### config.mk
export PLATFORM = sky130hd
export DESIGN_NAME = select_logic
export DESIGN_NICKNAME = d
export VERILOG_FILES = /design/src/rtl/select_logic.sv
export SDC_FILE = /design/constraint.sdc
export NUM_CORES = 1
export LEC_CHECK = 0
export CAP_MARGIN = 20
export CORE_MARGIN = 2
export CORE_UTILIZATION = 49
export CTS_CLUSTER_SIZE = 12
export DETAILED_ROUTE_END_ITERATION = 12
export PLACE_DENSITY = 0.8
export SETUP_SLACK_MARGIN = 0.5
export SLEW_MARGIN = 10
export SYNTH_ARGS = -nofsm -noshare
export SYNTH_HDL_FRONTEND = slang
export SYNTH_SLANG_ARGS = --single-unit
### constraint.sdc
create_clock -name clk -period 6.6 [get_ports clk]
set_input_delay 0.66 -clock clk [delete_from_list [all_inputs] [get_ports clk]]
set_output_delay 0.66 -clock clk [all_outputs]
set_load 0.05 [all_outputs]
### src/rtl/select_logic.sv
// Issue-select stage: round-robin pick of one ready RS entry per cycle, gated by
// per-FU occupancy, with grant/clear strobes to wakeup and a valid/ready issue register.
module select_logic #(
    parameter int NUM_ENTRIES = 16,
    parameter int NUM_FUS     = 4,
    parameter int IDX_W       = $clog2(NUM_ENTRIES),
    parameter int FU_W        = $clog2(NUM_FUS)
) (
    input  logic                           clk,
    input  logic                           rst,
    input  logic [NUM_ENTRIES-1:0]         request_vector,
    input  logic [NUM_ENTRIES*FU_W-1:0]    entry_fu,
    input  logic [NUM_FUS*4-1:0]           fu_occupancy,
    input  logic                           flush,
    output logic                           grant_en,
    output logic [IDX_W-1:0]               grant_index,
    output logic                           clear_en,
    output logic [NUM_ENTRIES*NUM_FUS-1:0] clear_lines,
    output logic                           issue_valid,
    output logic [IDX_W-1:0]               issue_index,
    output logic [FU_W-1:0]                issue_fu,
    input  logic                           issue_ready
);

    logic [IDX_W-1:0]               rr_ptr;
    logic [NUM_ENTRIES-1:0]         pending;
    logic [3:0]                     busy_cnt [NUM_FUS];

    logic [NUM_FUS-1:0]             fu_free_p0;
    logic [NUM_ENTRIES-1:0]         eligible_p0;
    logic [IDX_W-1:0]               scan_idx_p0;
    logic                           pick_found_p0;
    logic [IDX_W-1:0]               pick_idx_p0;
    logic [FU_W-1:0]                pick_fu_p0;
    logic                           can_grant_p0;
    logic [NUM_ENTRIES*NUM_FUS-1:0] clear_next_p0;
    logic [NUM_ENTRIES-1:0]         pending_next_p0;

    // Occupancy 0 and 1 both mean fully pipelined: no blocking cycles.
    function automatic logic [3:0] occ_load(input logic [3:0] occ);
        return (occ == 4'd0) ? 4'd0 : occ - 4'd1;
    endfunction

    function automatic logic [3:0] dec_sat(input logic [3:0] cnt);
        return (cnt == 4'd0) ? 4'd0 : cnt - 4'd1;
    endfunction

    always_comb begin
        fu_free_p0 = '0;
        for (int f = 0; f < NUM_FUS; f++) begin
            fu_free_p0[f] = (busy_cnt[f] == 4'd0);
        end
    end

    always_comb begin
        eligible_p0 = '0;
        for (int e = 0; e < NUM_ENTRIES; e++) begin
            eligible_p0[e] = request_vector[e] & ~pending[e] &
                             fu_free_p0[entry_fu[e*FU_W +: FU_W]];
        end
    end

    // Round-robin scan starting at rr_ptr; index arithmetic wraps naturally.
    always_comb begin
        pick_found_p0 = 1'b0;
        pick_idx_p0   = rr_ptr;
        scan_idx_p0   = rr_ptr;
        for (int i = 0; i < NUM_ENTRIES; i++) begin
            scan_idx_p0 = rr_ptr + IDX_W'(i);
            if (!pick_found_p0 && eligible_p0[scan_idx_p0]) begin
                pick_found_p0 = 1'b1;
                pick_idx_p0   = scan_idx_p0;
            end
        end
    end

    always_comb begin
        pick_fu_p0      = entry_fu[int'(pick_idx_p0)*FU_W +: FU_W];
        can_grant_p0    = pick_found_p0 & (~issue_valid | issue_ready) & ~flush;
        clear_next_p0   = '0;
        clear_next_p0[int'(pick_fu_p0)*NUM_ENTRIES + int'(pick_idx_p0)] = 1'b1;
        pending_next_p0 = '0;
        pending_next_p0[pick_idx_p0] = 1'b1;
    end

    // ---- p0 -> p1: grant strobes, issue register, scheduler state ----
    always_ff @(posedge clk or negedge rst) begin
        if (!rst) begin
            grant_en    <= 1'b0;
            grant_index <= '0;
            clear_en    <= 1'b0;
            clear_lines <= '0;
            issue_valid <= 1'b0;
            issue_index <= '0;
            issue_fu    <= '0;
            rr_ptr      <= '0;
            pending     <= '0;
            for (int f = 0; f < NUM_FUS; f++) begin
                busy_cnt[f] <= 4'd0;
            end
        end else if (flush) begin
            grant_en    <= 1'b0;
            clear_en    <= 1'b0;
            clear_lines <= '0;
            issue_valid <= 1'b0;
            pending     <= '0;
            for (int f = 0; f < NUM_FUS; f++) begin
                busy_cnt[f] <= 4'd0;
            end
        end else begin
            for (int f = 0; f < NUM_FUS; f++) begin
                if (can_grant_p0 && (pick_fu_p0 == FU_W'(f))) begin
                    busy_cnt[f] <= occ_load(fu_occupancy[f*4 +: 4]);
                end else begin
                    busy_cnt[f] <= dec_sat(busy_cnt[f]);
                end
            end
            if (can_grant_p0) begin
                grant_en    <= 1'b1;
                grant_index <= pick_idx_p0;
                clear_en    <= 1'b1;
                clear_lines <= clear_next_p0;
                issue_valid <= 1'b1;
                issue_index <= pick_idx_p0;
                issue_fu    <= pick_fu_p0;
                rr_ptr      <= pick_idx_p0 + IDX_W'(1);
                pending     <= pending_next_p0;
            end else begin
                grant_en    <= 1'b0;
                clear_en    <= 1'b0;
                clear_lines <= '0;
                pending     <= '0;
                if (issue_ready && issue_valid) begin
                    issue_valid <= 1'b0;
                end
            end
        end
    end

endmodule
# --- Word-level counts from Yosys, hierarchy flattened ---
# Cells that the tools add are included.
word_totals:
  inputBits: 68
  reg_bits: 108
  out_inout_bits: 77
  word_cells: 298
op_classes:
  mux: 121
  n_reduce_logical: 48
  n_addsub: 25
  magnitude_cmp: 36
  shift: 1
  bitwise_logic: 53
  eq_ne: 3
ops:
  columns: ["cell", "count"]
  rows:
  - ["64-bit 2-to-1 mux", 2]
  - ["4-bit 2-to-1 mux", 27]
  - ["4-bit by 5-bit < comparator with 1-bit output (second input constant)", 17]
  - ["1-bit binary-select mux with 4-bit select", 16]
  - ["1-bit 2-to-1 mux", 55]
  - ["2-bit by 3-bit < comparator with 1-bit output (second input constant)", 16]
  - ["16-bit 2-to-1 mux", 3]
  - ["1-bit bitwise AND", 34]
  - ["4-bit adder (second input constant)", 8]
  - ["1-bit binary-select mux with 2-bit select", 16]
  - ["4-bit logical NOT", 8]
  - ["32-bit by 6-bit indexed part select with 2-bit output", 1]
  - ["4-bit by 1-bit subtractor with 4-bit output (second input constant)", 8]
  - ["1-bit logical AND", 22]
  - ["1-bit inverter", 18]
  - ["4-bit by 3-bit adder with 4-bit output (second input constant)", 4]
  - ["1-bit logical NOT", 15]
  - ["4-bit by 1-bit adder with 4-bit output (second input constant)", 2]
  - ["4-bit by 2-bit adder with 4-bit output (second input constant)", 2]
  - ["6-bit by 4-bit adder with 7-bit output", 1]
  - ["7-bit by 1-bit greater-or-equal comparator with 1-bit output (second input constant)", 1]
  - ["7-bit < comparator (second input constant)", 1]
  - ["1-bit demux with 6-bit select", 1]
  - ["1-bit demux with 4-bit select", 1]
  - ["other kinds (7)", 8]

# --- Longest topological paths before layout ---
logic_depth:
  word_depth: 60
  mapped_depth: 23
  depth_no_buf: 19

# --- Worst setup path after synthesis ---
# No wires, ideal clock.
synth_path:
  path_type: "register to register"
  start: "register rr_ptr[0]"
  end: "register clear_lines[35]"
  required_ps: 6525
  path_slack_ps: 1182
  setup_time_ps: 75
  path_buffers: 6
  t_arrival_ps: 5343
  path_stages_with_launch: 23
  synth_period_minus_slack_ps: 5418
  path_cell_list: "dfrtp_1 -> clkbuf_1 -> inv_2 -> clkbuf_1 -> ha_1 -> clkbuf_1 -> inv_1 -> clkbuf_1 -> nor2_1 -> a2111oi_2 -> mux2i_1 -> a2111oi_4 -> nand3_2 -> or2_4 -> o221a_4 -> xnor2_4 -> buf_8 -> mux4_2 -> nand3_1 -> nand4_2 -> or3_1 -> buf_2 -> nor2_1"
synth_between:
  elab_chain_len: 56
  word_cells_on_any_way: 119
  classes_between: "add/sub (16); order compare (2); shift (1); mux (67); bitwise (2); reduce/logical (31)"
synth_lines:
  columns: ["element", "line_no", "text"]
  rows:
  - ["from (decl)", "25", "logic [IDX_W-1:0] rr_ptr;"]
  - ["from (signal assigned)", "126", "rr_ptr <= pick_idx_p0 + IDX_W'(1);"]
  - ["parallel branches: the longest is 47 deep, another holds 4-bit by 1-bit adder with 4-bit output", null, null]
  - ["4-bit 2-to-1 mux *", "70", "if (!pick_found_p0 && eligible_p0[scan_idx_p0]) begin"]
  - ["net pick_idx_p0[0]", "33", "logic [IDX_W-1:0] pick_idx_p0;"]
  - ["32-bit by 6-bit indexed part select with 2-bit output", "78", "pick_fu_p0 = entry_fu[int'(pick_idx_p0)*FU_W +: FU_W];"]
  - ["6-bit by 4-bit adder with 7-bit output *", "81", "clear_next_p0[int'(pick_fu_p0)*NUM_ENTRIES + int'(pick_idx_p0)] = 1'b1;"]
  - ["7-bit by 1-bit greater-or-equal comparator with 1-bit output (implied by the code) or 7-bit < comparator (tied branches)", "81", null]
  - ["1-bit logical AND (implied by the code)", "81", null]
  - ["1-bit 2-to-1 mux (implied by the code)", "81", null]
  - ["1-bit demux with 6-bit select *", "81", null]
  - ["64-bit 2-to-1 mux *", "118", "if (can_grant_p0) begin"]
  - ["64-bit 2-to-1 mux *", "101", "end else if (flush) begin"]
  - ["to (signal assigned)", "122", "clear_lines <= clear_next_p0;"]
  - ["to (decl)", "18", "output logic [NUM_ENTRIES*NUM_FUS-1:0] clear_lines,"]
# Mark *: on every way through the listed nets, which the timed path passes. The select of a mux whose other input is x is not followed.
# A chain may end at the register's enable or synchronous reset.

# --- Worst setup path after layout ---
layout_path:
  start: "register busy_cnt[8] in the netlist's numbering"
  end: "register busy_cnt[8] in the netlist's numbering"
layout_between:
  elab_chain_len: 57
  word_cells_on_any_way: 151
  classes_between: "add/sub (1); eq/ne (1); shift (1); mux (98); bitwise (18); reduce/logical (32)"
layout_lines:
  columns: ["element", "line_no", "text"]
  rows:
  - ["from (decl)", "27", "logic [3:0] busy_cnt [NUM_FUS];"]
  - ["from (signal, indexed assignment)", "113", "busy_cnt[f] <= occ_load(fu_occupancy[f*4 +: 4]);"]
  - ["from (signal, indexed assignment)", "115", "busy_cnt[f] <= dec_sat(busy_cnt[f]);"]
  - ["4-bit logical NOT", "45, 51", null]
  - ["1-bit binary-select mux with 2-bit select", "59", "fu_free_p0[entry_fu[e*FU_W +: FU_W]];"]
  - ["1-bit 2-to-1 mux (implied by the code)", "59", null]
  - ["1-bit bitwise AND", "58", "eligible_p0[e] = request_vector[e] & ~pending[e] &"]
  - ["1-bit binary-select mux with 4-bit select", "70", null]
  - ["1-bit 2-to-1 mux (implied by the code)", "70", null]
  - ["1-bit 2-to-1 mux", "70", null]
  - ["1-bit logical NOT", "70", null]
  - ["[41 not listed]", null, null]
  - ["1-bit logical NOT", "70", null]
  - ["1-bit logical AND", "70", null]
  - ["4-bit 2-to-1 mux or 1-bit 2-to-1 mux (tied branches)", "70", null]
  - ["32-bit by 6-bit indexed part select with 2-bit output or 1-bit bitwise AND (tied branches)", "78, 79", null]
  - ["2-bit by 1-bit == test with 1-bit output or 1-bit bitwise AND (tied branches)", "112, 79", null]
  - ["1-bit logical AND", "112", "if (can_grant_p0 && (pick_fu_p0 == FU_W'(f))) begin"]
  - ["4-bit 2-to-1 mux *", "112", null]
  - ["16-bit 2-to-1 mux *", "101", null]
# Mark *: on every way between the ends. The rest lies on a longest branch, timed or not. The select of a mux whose other input is x is not followed.

==> impl_metrics.ini <==
[run_status]
status = complete, no violations

[cells_and_area]
layout.nets = 1188
num_antenna_cells = 0
layout_common_cells = clkdlybuf4s50_1 (143), nor2_1 (138), dfrtp_1 (108)
layout_commonest_cell = clkdlybuf4s50_1
area_delta_synth_final_pct = 26.43
drive_gt1_frac = 0.1321
final_core_util = 0.6358

[die]
rows = 47
coreArea_um2 = 16640
start_util = 0.5029
chipWidth_um = 134.7
dieArea_um2 = 18140
fp.dieH_um = 134.7
pin_count = 145

[clock_network]
clk_pin_slew_ps = 80
ctsHoldBuffers = 0
clock-sinks = 108
clkLatencyLatePin_ps = 350
numCtsBuffers = 9
clockBufferDepth = 2
htreeDepth = 3
cts_tree = yes
cts_root_buf = clkbuf_16

[global_routing]
grt_start_max_net_pins = 82
grt_pass1_vias = 8060
grt_overflow = 0
antenna_found_initial = 0
grt_pass1_wl_um = 44440
grtUsageTotal = 0.3160

[job]
maxCapViolations = 0

[timing]
relSlewSlack = 0.3541
fin_crit_ps = 5837
setup_viol = 0
final-hold-violation-count = 0
finalSetupTns_ps = 0
timing.final.crit_share = 0.8843
drv_slew = 0
max_freq_mhz = 171.3
rsz0062_at_grt = false
clock-skew-final_ps = 11.86
tightest_slew_ps = 961.9

[synthesis]
synthCells = 935
synth.avg_cell_area_um2 = 8.951
synth_adder_area_share = 0.04036
synth_compound_area_frac = 0.2235
synth_area_um2 = 8369
synth_edf_count = 0
synth-xor-area-share = 0.02317
yosys.area_share.simple = 0.2305
synth_mux_area_frac = 0.1064
synth_top_family_by_area = simple AND/OR/NAND/NOR gates
syn_nets = 1030
yosysWarningCount = 0
seq_area_frac_synth = 0.3229
synth_seq_cells = 108
ys.flop_type = dfrtp_1
synth.distinct_cells = 92
async_reset_ff_frac = 1.000

[worst_setup_path]
worst_path_max_delay_cell = mux4_2
regToRegSetupSlack_ps = 760
crit_family = multiplexers
path_cells = inv_1, ha_1, or3b_4, buf_4, a311oi_2, nand3_1, mux4_2, o22ai_1, nor2_1, o21a_1, o21a_1, o221a_4, xnor2_4, buf_12, mux4_2, mux2i_4, mux2_4, nand3_2, o41ai_1
cp_max_fo = 15
critical_path_class = reg -> reg
slowest_delay_ps = 580
start_kind = flop
endpoint_kind = flop
worstPathArrival_ps = 6070
crit_required_ps = 6830
cp.buffers_inverters = 3

[route]
dr_total_vias = 8401
drt-wirelength-per-cell_um = 21.99
avgViaCountPerCell = 6.374
drt_wl_total_um = 28990
drtIter0Drc = 981
drt_first_pass_iters = 6
ant_nets = 0
drcViolationCount = 0

[min_path]
hp-class = in -> async

[placed_design]
gp_congestion = 1.002
hpwl_um = 21330
io_buffer_count = 144
-- registers in the layout, summed over array words and instances (netlist names) --
| name | cells |
|---|---|
| busy_cnt | 16 |
| clear_en | 1 |
| clear_lines | 64 |
| issue_fu | 2 |
| issue_index | 4 |
| issue_valid | 1 |
| pending | 16 |
| rr_ptr | 4 |
-- worst paths after layout --
kind,depth (start not counted),from,to
max in group asynchronous,3,rst,pending[4]
setup / recovery,19,busy_cnt[8],busy_cnt[8]
min in group clk,1,busy_cnt[12],busy_cnt[12]
setup reg to reg,19,busy_cnt[8],busy_cnt[8]
hold / removal,1,rst,clear_lines[60]
hold reg to reg,1,busy_cnt[12],busy_cnt[12]
-- kinds of logic after synthesis --
logic type,count (synthesis)
muxes,51
and+or+nand+nor,388
DFF,108
buffers and inverters,93
adders and majority gates,27
AOI/OAI and AO/OA,248
xor gates and xnor gates,20
-- cell type report --
class	count	area, um^2
Clock buffer	9	225.2
Clock inverter	7	102.6
Fill cell	1307	6061
Inverter	45	168.9
Multi-Input combinational cell	734	5251
Sequential cell	108	2703
Tap cell	220	275.3
Timing Repair Buffer	195	1856
-- cell usage after synthesis (all sizes together) (8+ instances only) --
cell type  number  area share
o21ai          37       0.022
nor2b          35       0.026
mux2            9       0.013
o32ai          12       0.013
nand3          31       0.022
nor3           22       0.013
nor2          139       0.063
o22ai          22       0.019
a21oi          32       0.019
nand4          19       0.015
mux2i          16       0.023
xnor2          16       0.019
a22o           11       0.012
mux4           26       0.071
clkbuf         22      0.0099
inv            43       0.019
a22oi          13       0.013
nand2          74       0.033
nand2b         21       0.017
and3            8      0.0060
buf            26       0.023
a21o            8      0.0072
o211ai         33       0.030
o21a           11      0.0099
dfrtp         108        0.32
or3            10      0.0075
ha             27       0.040
-- worst reg2reg max path, delay by kind of cell (launching register included) --
kind / cells / cell delay, ps
AOI/OAI and AO/OA: 6 / 1670
xor gates and xnor gates: 1 / 300
adders and majority gates: 1 / 170
buffers and inverters: 3 / 450
DFF: 1 / 400
muxes: 4 / 1710
and+or+nand+nor: 4 / 1000
-- per-layer routing --
layer	wire (um)	part of all wire	vias up	global-route usage
li1	-	-	3770	-
met3	2848	0.098	81	0.06231
met1	11100	0.38	4045	0.4099
met5	0	0	-	0
met2	13980	0.48	505	0.5130
met4	1061	0.037	0	0.1433
-- timing repair --
item | CTS | global route
pin swaps | 0 | 3
cloned | 0 | 1
setup endpoints to repair | 24 | 80
setup buffers | 0 | 4
resized for setup | 2 | 6
-- per-stage QoR --
stage | cells | area (um^2) | setup WS, ps | hold slack (ps)
3_5_place_dp | 1296 | 10150 | 527.0 | 480.6
2_1_floorplan | 935 | 8369 | 1182 | 364.4
5_1_grt | 1318 | 10580 | 498.5 | 233.7
3_3_place_gp | 1296 | 10150 | 592.8 | 458.4
4_1_cts | 1312 | 10480 | 546.0 | 211.9
6_report | 1318 | 10580 | 763.5 | 201.4
Power is left out: the tool's default activity adds up to more than one toggle a clock period on the data nets, which glitch-free logic cannot reach.
